File: src/rtl/stopwatch_ctrl.sv
// stopwatch_ctrl: run/pause/clear/lap sequencer for a two-digit BCD seconds stopwatch.
// Detects button rising edges, gates the tick prescaler, owns the BCD count and the
// lap-frozen display registers, and drives the blank request for the 7-segment stage.
// Optional build macro: STOPWATCH_AUTOSTOP_EN - stop at MAX_COUNT (RUN->PAUSE) instead
// of wrapping to 0; a start press is then ignored until clear or disable.
module stopwatch_ctrl #(
    parameter int unsigned TICK_DIV  = 50000000,
    parameter int unsigned MAX_COUNT = 99
) (
    input  logic       clk,
    input  logic       reset,
    input  logic       en,
    input  logic       btn_start,
    input  logic       btn_clear,
    input  logic       btn_lap,
    output logic       tick,
    output logic [3:0] cnt_tens,
    output logic [3:0] cnt_ones,
    output logic [3:0] disp_tens,
    output logic [3:0] disp_ones,
    output logic       blank,
    output logic       running,
    output logic       done
);

    localparam int unsigned   PW       = (TICK_DIV > 1) ? $clog2(TICK_DIV) : 1;
    localparam logic [PW-1:0] PRE_LAST = PW'(TICK_DIV - 1);
    localparam logic [3:0]    MAX_TENS = 4'(MAX_COUNT / 10);
    localparam logic [3:0]    MAX_ONES = 4'(MAX_COUNT % 10);
`ifdef STOPWATCH_AUTOSTOP_EN
    localparam logic [3:0]    PEN_TENS = 4'((MAX_COUNT - 1) / 10);
    localparam logic [3:0]    PEN_ONES = 4'((MAX_COUNT - 1) % 10);
`endif

    typedef enum logic [1:0] {StOff, StIdle, StRun, StPause} state_e;

    state_e        state_q, state_d;
    logic [PW-1:0] pre_q, pre_d;
    logic [3:0]    cnt_tens_q, cnt_tens_d, cnt_ones_q, cnt_ones_d;
    logic [3:0]    lap_tens_q, lap_tens_d, lap_ones_q, lap_ones_d;
    logic          lap_hold_q, lap_hold_d;
    logic          tick_q, tick_d, done_q, done_d;
    logic          btn_start_q, btn_clear_q, btn_lap_q;

    logic          start_edge, clear_edge, lap_edge;
    logic          at_max, resume_ok;
    logic [3:0]    inc_tens, inc_ones;

    assign start_edge = btn_start & ~btn_start_q;
    assign clear_edge = btn_clear & ~btn_clear_q;
    assign lap_edge   = btn_lap & ~btn_lap_q;

    assign at_max = (cnt_tens_q == MAX_TENS) && (cnt_ones_q == MAX_ONES);

    // A stopped-at-terminal count must not be resumed; without autostop any pause resumes.
`ifdef STOPWATCH_AUTOSTOP_EN
    assign resume_ok = ~at_max;
`else
    assign resume_ok = 1'b1;
`endif

    // BCD +1 of the live count; only used when the count is below MAX_COUNT.
    always_comb begin
        inc_tens = cnt_tens_q;
        inc_ones = cnt_ones_q + 4'd1;
        if (cnt_ones_q == 4'd9) begin
            inc_ones = 4'd0;
            inc_tens = cnt_tens_q + 4'd1;
        end
    end

    // Next-state: enable override, then clear, then prescaler/count, start and lap actions.
    always_comb begin
        state_d    = state_q;
        pre_d      = pre_q;
        cnt_tens_d = cnt_tens_q;
        cnt_ones_d = cnt_ones_q;
        lap_tens_d = lap_tens_q;
        lap_ones_d = lap_ones_q;
        lap_hold_d = lap_hold_q;
        tick_d     = 1'b0;
        done_d     = 1'b0;

        if (!en) begin
            state_d    = StOff;
            pre_d      = '0;
            cnt_tens_d = 4'd0;
            cnt_ones_d = 4'd0;
            lap_hold_d = 1'b0;
        end else if (state_q == StOff) begin
            state_d = StIdle;
        end else if (clear_edge) begin
            state_d    = StIdle;
            pre_d      = '0;
            cnt_tens_d = 4'd0;
            cnt_ones_d = 4'd0;
            lap_hold_d = 1'b0;
        end else begin
            if (state_q == StRun) begin
                if (pre_q == PRE_LAST) begin
                    pre_d  = '0;
                    tick_d = 1'b1;
`ifdef STOPWATCH_AUTOSTOP_EN
                    if ((cnt_tens_q == PEN_TENS) && (cnt_ones_q == PEN_ONES)) begin
                        cnt_tens_d = MAX_TENS;
                        cnt_ones_d = MAX_ONES;
                        done_d     = 1'b1;
                        state_d    = StPause;
                    end else begin
                        cnt_tens_d = inc_tens;
                        cnt_ones_d = inc_ones;
                    end
`else
                    if (at_max) begin
                        cnt_tens_d = 4'd0;
                        cnt_ones_d = 4'd0;
                        done_d     = 1'b1;
                    end else begin
                        cnt_tens_d = inc_tens;
                        cnt_ones_d = inc_ones;
                    end
`endif
                end else begin
                    pre_d = pre_q + PW'(1);
                end
            end

            if (start_edge) begin
                if (state_q == StRun) begin
                    state_d = StPause;
                end else if (state_q == StIdle) begin
                    state_d = StRun;
                    pre_d   = '0;
                end else if (resume_ok) begin
                    state_d = StRun;
                end
            end

            // Capture uses the pre-increment count so a coincident tick does not leak in.
            if (lap_edge) begin
                if (lap_hold_q) begin
                    lap_hold_d = 1'b0;
                end else if (state_q == StRun) begin
                    lap_tens_d = cnt_tens_q;
                    lap_ones_d = cnt_ones_q;
                    lap_hold_d = 1'b1;
                end
            end
        end
    end

    // State registers; edge-detect samples load on reset so a held button cannot fire.
    always_ff @(posedge clk) begin
        if (reset) begin
            state_q     <= StOff;
            pre_q       <= '0;
            cnt_tens_q  <= 4'd0;
            cnt_ones_q  <= 4'd0;
            lap_tens_q  <= 4'd0;
            lap_ones_q  <= 4'd0;
            lap_hold_q  <= 1'b0;
            tick_q      <= 1'b0;
            done_q      <= 1'b0;
        end else begin
            state_q     <= state_d;
            pre_q       <= pre_d;
            cnt_tens_q  <= cnt_tens_d;
            cnt_ones_q  <= cnt_ones_d;
            lap_tens_q  <= lap_tens_d;
            lap_ones_q  <= lap_ones_d;
            lap_hold_q  <= lap_hold_d;
            tick_q      <= tick_d;
            done_q      <= done_d;
        end
        btn_start_q <= btn_start;
        btn_clear_q <= btn_clear;
        btn_lap_q   <= btn_lap;
    end

    assign tick      = tick_q;
    assign done      = done_q;
    assign cnt_tens  = cnt_tens_q;
    assign cnt_ones  = cnt_ones_q;
    assign disp_tens = lap_hold_q ? lap_tens_q : cnt_tens_q;
    assign disp_ones = lap_hold_q ? lap_ones_q : cnt_ones_q;
    assign blank     = (state_q == StOff);
    assign running   = (state_q == StRun);

endmodule
File: config.mk
export PLATFORM = sky130hd
export DESIGN_NAME = stopwatch_ctrl
export DESIGN_NICKNAME = d
export VERILOG_FILES = /design/src/rtl/stopwatch_ctrl.sv
export SDC_FILE = /design/constraint.sdc
export NUM_CORES = 1
export LEC_CHECK = 0
export BUFFER_PORTS_ARGS = -buffer_cell sky130_fd_sc_hd__buf_2
export CORE_MARGIN = 4
export CORE_UTILIZATION = 25
export CTS_BUF_LIST = sky130_fd_sc_hd__clkbuf_16
export CTS_CLUSTER_DIAMETER = 120
export DETAILED_ROUTE_END_ITERATION = 16
export PLACE_DENSITY = 0.54
export SLEW_MARGIN = 30
export SYNTH_ARGS = -nofsm -noshare
export SYNTH_HDL_FRONTEND = slang
export SYNTH_SLANG_ARGS = --single-unit
File: constraint.sdc
create_clock -name clk -period 2.2 [get_ports clk]
set_clock_uncertainty 0.15 [all_clocks]
set_input_delay 0.33 -clock clk [delete_from_list [all_inputs] [get_ports clk]]
set_output_delay 0.33 -clock clk [all_outputs]
set_load 0.005 [all_outputs]
==> impl_metrics.json <==
{
  "setup.worst_path.class": "reg -> reg",
  "min-delay-start": "btn_lap",
  "tightest_slew_ns": 0.4926,
  "rr_startpoint": "pre_q[8]",
  "drive_above_1_share_pct": 29.16,
  "violations": "negative setup slack",
  "syn_inst": 325,
  "r2r-end": "cnt_tens[3]",
  "cts_tree": "done",
  "min_period_ns": 2.217,
  "ir_drop_uv": 287.0,
  "clockBufferDepth": 2,
  "synthesis.area_sq_um": 2718,
  "rows": 37,
  "status": "finished, violations left",
  "final_common_cell": "buf_4",
  "die-area_sq_um": 12600,
  "synth_seq_area_share_pct": 36.83,
  "die_w_um": 112.3,
  "ys_types": 50,
  "clk_latency_ns": 0.29,
  "routedWlPerCell_um": 14.60,
  "core_sq_um": 10460,
  "max_stage_delay_ns": 0.55,
  "cp_top_family": "simple AND/OR/NAND/NOR gates",
  "rsz0062_at_grt": "yes",
  "min_to": "btn_lap_q",
  "holdPathStages": 1,
  "yosys_warnings": 0,
  "io_buffers": 25,
  "fmax_mhz": 451.1,
  "cp_common_cell": "or4_4",
  "hold_ws_ns": 0.007619,
  "worstPathRequired_ns": 2.25,
  "crit_path_end_kind": "register",
  "wl_um": 7694,
  "layout.nets": 401,
  "synth_ff_type": "dfxtp_1",
  "ant_nets": 0,
  "dp_hpwl_um": 5681,
  "ff2ff_path_depth": 5,
  "drc": 0,
  "drv_slew": 0,
  "clk_pin_slew_ns": 0.07,
  "drtIter0Drc": 127,
  "grt_max_degree": 39,
  "startpoint_type": "register",
  "timing.final.hold_violations": 0,
  "synth_edf_count": 0,
  "gp_congestion": 0.8677,
  "ys_seq_elements": 50,
  "final.setup.worst_slack_ns": -0.01690,
  "period_share_pct": 100.8,
  "crit_path_top_delay_cell": "or4_4",
  "hold_buffers": 0,
  "pin_count": 26,
  "overflow": 0,
  "setup_viol": 1,
  "r2r_slack_ns": -0.02,
  "die_y_um": 112.3,
  "p_per_area_nw_per_um2": 560.0,
  "maxSlewHeadroom_pct": 67.07,
  "grt_pass1_vias": 2619,
  "cts-root-buf": "clkbuf_16",
  "async_reset_ff_share_pct": 0,
  "cts.sinks": 50,
  "hold_path.class": "in -> reg",
  "cp.arrival_ns": 2.27,
  "syn-num-nets": 336,
  "first_pass_iters": 4,
  "max-cap-violations": 0,
  "num_vias": 2735,
  "grt_pass1_wl_um": 13110,
  "n_antenna_cell": 0,
  "cts_max_level": 2,
  "cp_max_fo": 5,
  "critical_path_buf_inv_count": 0,
  "start_util_pct": 25.97,
  "grt_usage_pct": 12.60,
  "layout_common_cells": "buf_4 (49), dfxtp_1 (47), a31oi_1 (31), buf_2 (25), nor2_1 (24)",
  "viasPerCell": 5.190,
  "numCtsBuffers": 5,
  "p_leak_nw": 1.324,
  "areaGrowthSynthToFinish_pct": 30.94,
  "antenna_found_initial": 0,
  "worstPathCellList": "or4_4 > nor4_4 > nand2_2 > or4_4 > o31ai_1",
  "dp_slack_ns": -0.006322,
  "synth.avg_cell_area_sq_um": 8.362
}
==> cells in the mapped netlist (all sizes together) (3+ instances only) <==
master / instances / area share, %
o211ai: 3 / 0.83
nand4: 12 / 2.8
o22ai: 6 / 1.4
inv: 13 / 1.8
nand2: 24 / 3.4
a21oi: 5 / 0.92
mux2i: 10 / 3.7
nor3: 12 / 2.2
buf: 4 / 0.87
dfxtp: 50 / 37
nand3b: 12 / 3.3
a31oi: 32 / 7.4
nor4: 7 / 2.4
nand3: 19 / 3.5
and3: 3 / 0.69
o31ai: 3 / 0.83
or3: 8 / 1.8
ha: 5 / 2.3
nand4b: 4 / 1.3
and2: 3 / 0.69
o21ai: 10 / 1.8
clkbuf: 14 / 2.7
nand2b: 7 / 1.6
or4: 3 / 1.1
nor2: 24 / 3.3
mux2: 8 / 3.3
==> worst max-delay path by stage <==
stage | start | depth (start not counted) | slack (ns) | end
final | pre_q[8] | 5 | -0.02 | cnt_tens[3]
after global routing | pre_q[7] | 5 | -0.08 | cnt_tens[3]
after CTS | pre_q[8] | 5 | -0.005 | cnt_tens[3]
after detailed placement | pre_q[11] | 5 | -0.006 | cnt_tens[3]
after global placement | pre_q[8] | 5 | 0.03 | cnt_tens[3]
after floorplan | pre_q[7] | 5 | 0.05 | cnt_tens[3]
==> where the power goes <==
| part | total, mW | internal, mW | switching, mW |
|---|---|---|---|
| sequential | 0.914 | 0.909 | 0.00466 |
| clock | 0.994 | 0.648 | 0.345 |
| combinational | 0.0856 | 0.0356 | 0.0500 |
| total | 1.99 | 1.59 | 0.400 |
==> cells by family (layout without fill, tap and decap cells) <==
| logic type | after synthesis | count (layout) | share of synthesized area [%] |
|---|---|---|---|
| and+or+nand+nor | 151 | 151 | 32.04 |
| AOI/OAI and AO/OA | 69 | 69 | 16.16 |
| DFF | 50 | 50 | 36.83 |
| buffers and inverters | 31 | 97 | 5.341 |
| muxes | 18 | 18 | 6.998 |
| adders and majority gates | 5 | 5 | 2.302 |
| xor gates and xnor gates | 1 | 1 | 0.3223 |
==> layout make-up <==
| class | count | area [sq um] |
|---|---|---|
| Fill cell | 1135 | 6904 |
| Multi-Input combinational cell | 244 | 1622 |
| Sequential cell | 50 | 1005 |
| Timing Repair Buffer | 76 | 524.3 |
| Tap cell | 136 | 170.2 |
| Clock buffer | 5 | 125.1 |
| Clock inverter | 3 | 63.81 |
| Inverter | 13 | 48.80 |
==> registers in the layout, summed over array words and instances, names as in the netlist <==
signal       flops
lap_tens_q       4
cnt_tens         4
done             1
btn_lap_q        1
lap_hold_q       1
btn_clear_q      1
pre_q           26
lap_ones_q       4
cnt_ones         4
state_q          2
btn_start_q      1
tick             1
==> per-layer routing <==
metal,global-route usage [%],part of all wire (%),vias up
met5,0,0,-
met4,3.365,1.1,0
met3,2.102,4.3,7
met2,21.45,49,61
met1,16.51,45,1310
li1,-,-,1357
==> timing repair <==
| action | 4_1_cts | 5_1_grt |
|---|---|---|
| cloned | 0 | 0 |
| gates resized for setup | 3 | 9 |
| setup endpoints to repair | 1 | 14 |
| hold endpoints to repair | 0 | 0 |
| buffers inserted | 0 | 1 |
| pin swaps | 0 | 2 |
==> through the flow <==
stage          utilization, %   TNS (ns)  std cells  cell area [sq um]  power [mW]
2_1_floorplan               -          0        325               2718      0.9815
5_1_grt                 34.01    -0.2358        527               3558       2.062
6_report                34.01   -0.01690        527               3558       1.993
4_1_cts                 33.51  -0.004727        526               3506       2.012
3_3_place_gp            31.63          0        518               3309       1.017
3_5_place_dp            31.63  -0.006322        518               3309       1.019
Note: power is estimated with default switching activity, not from simulation.
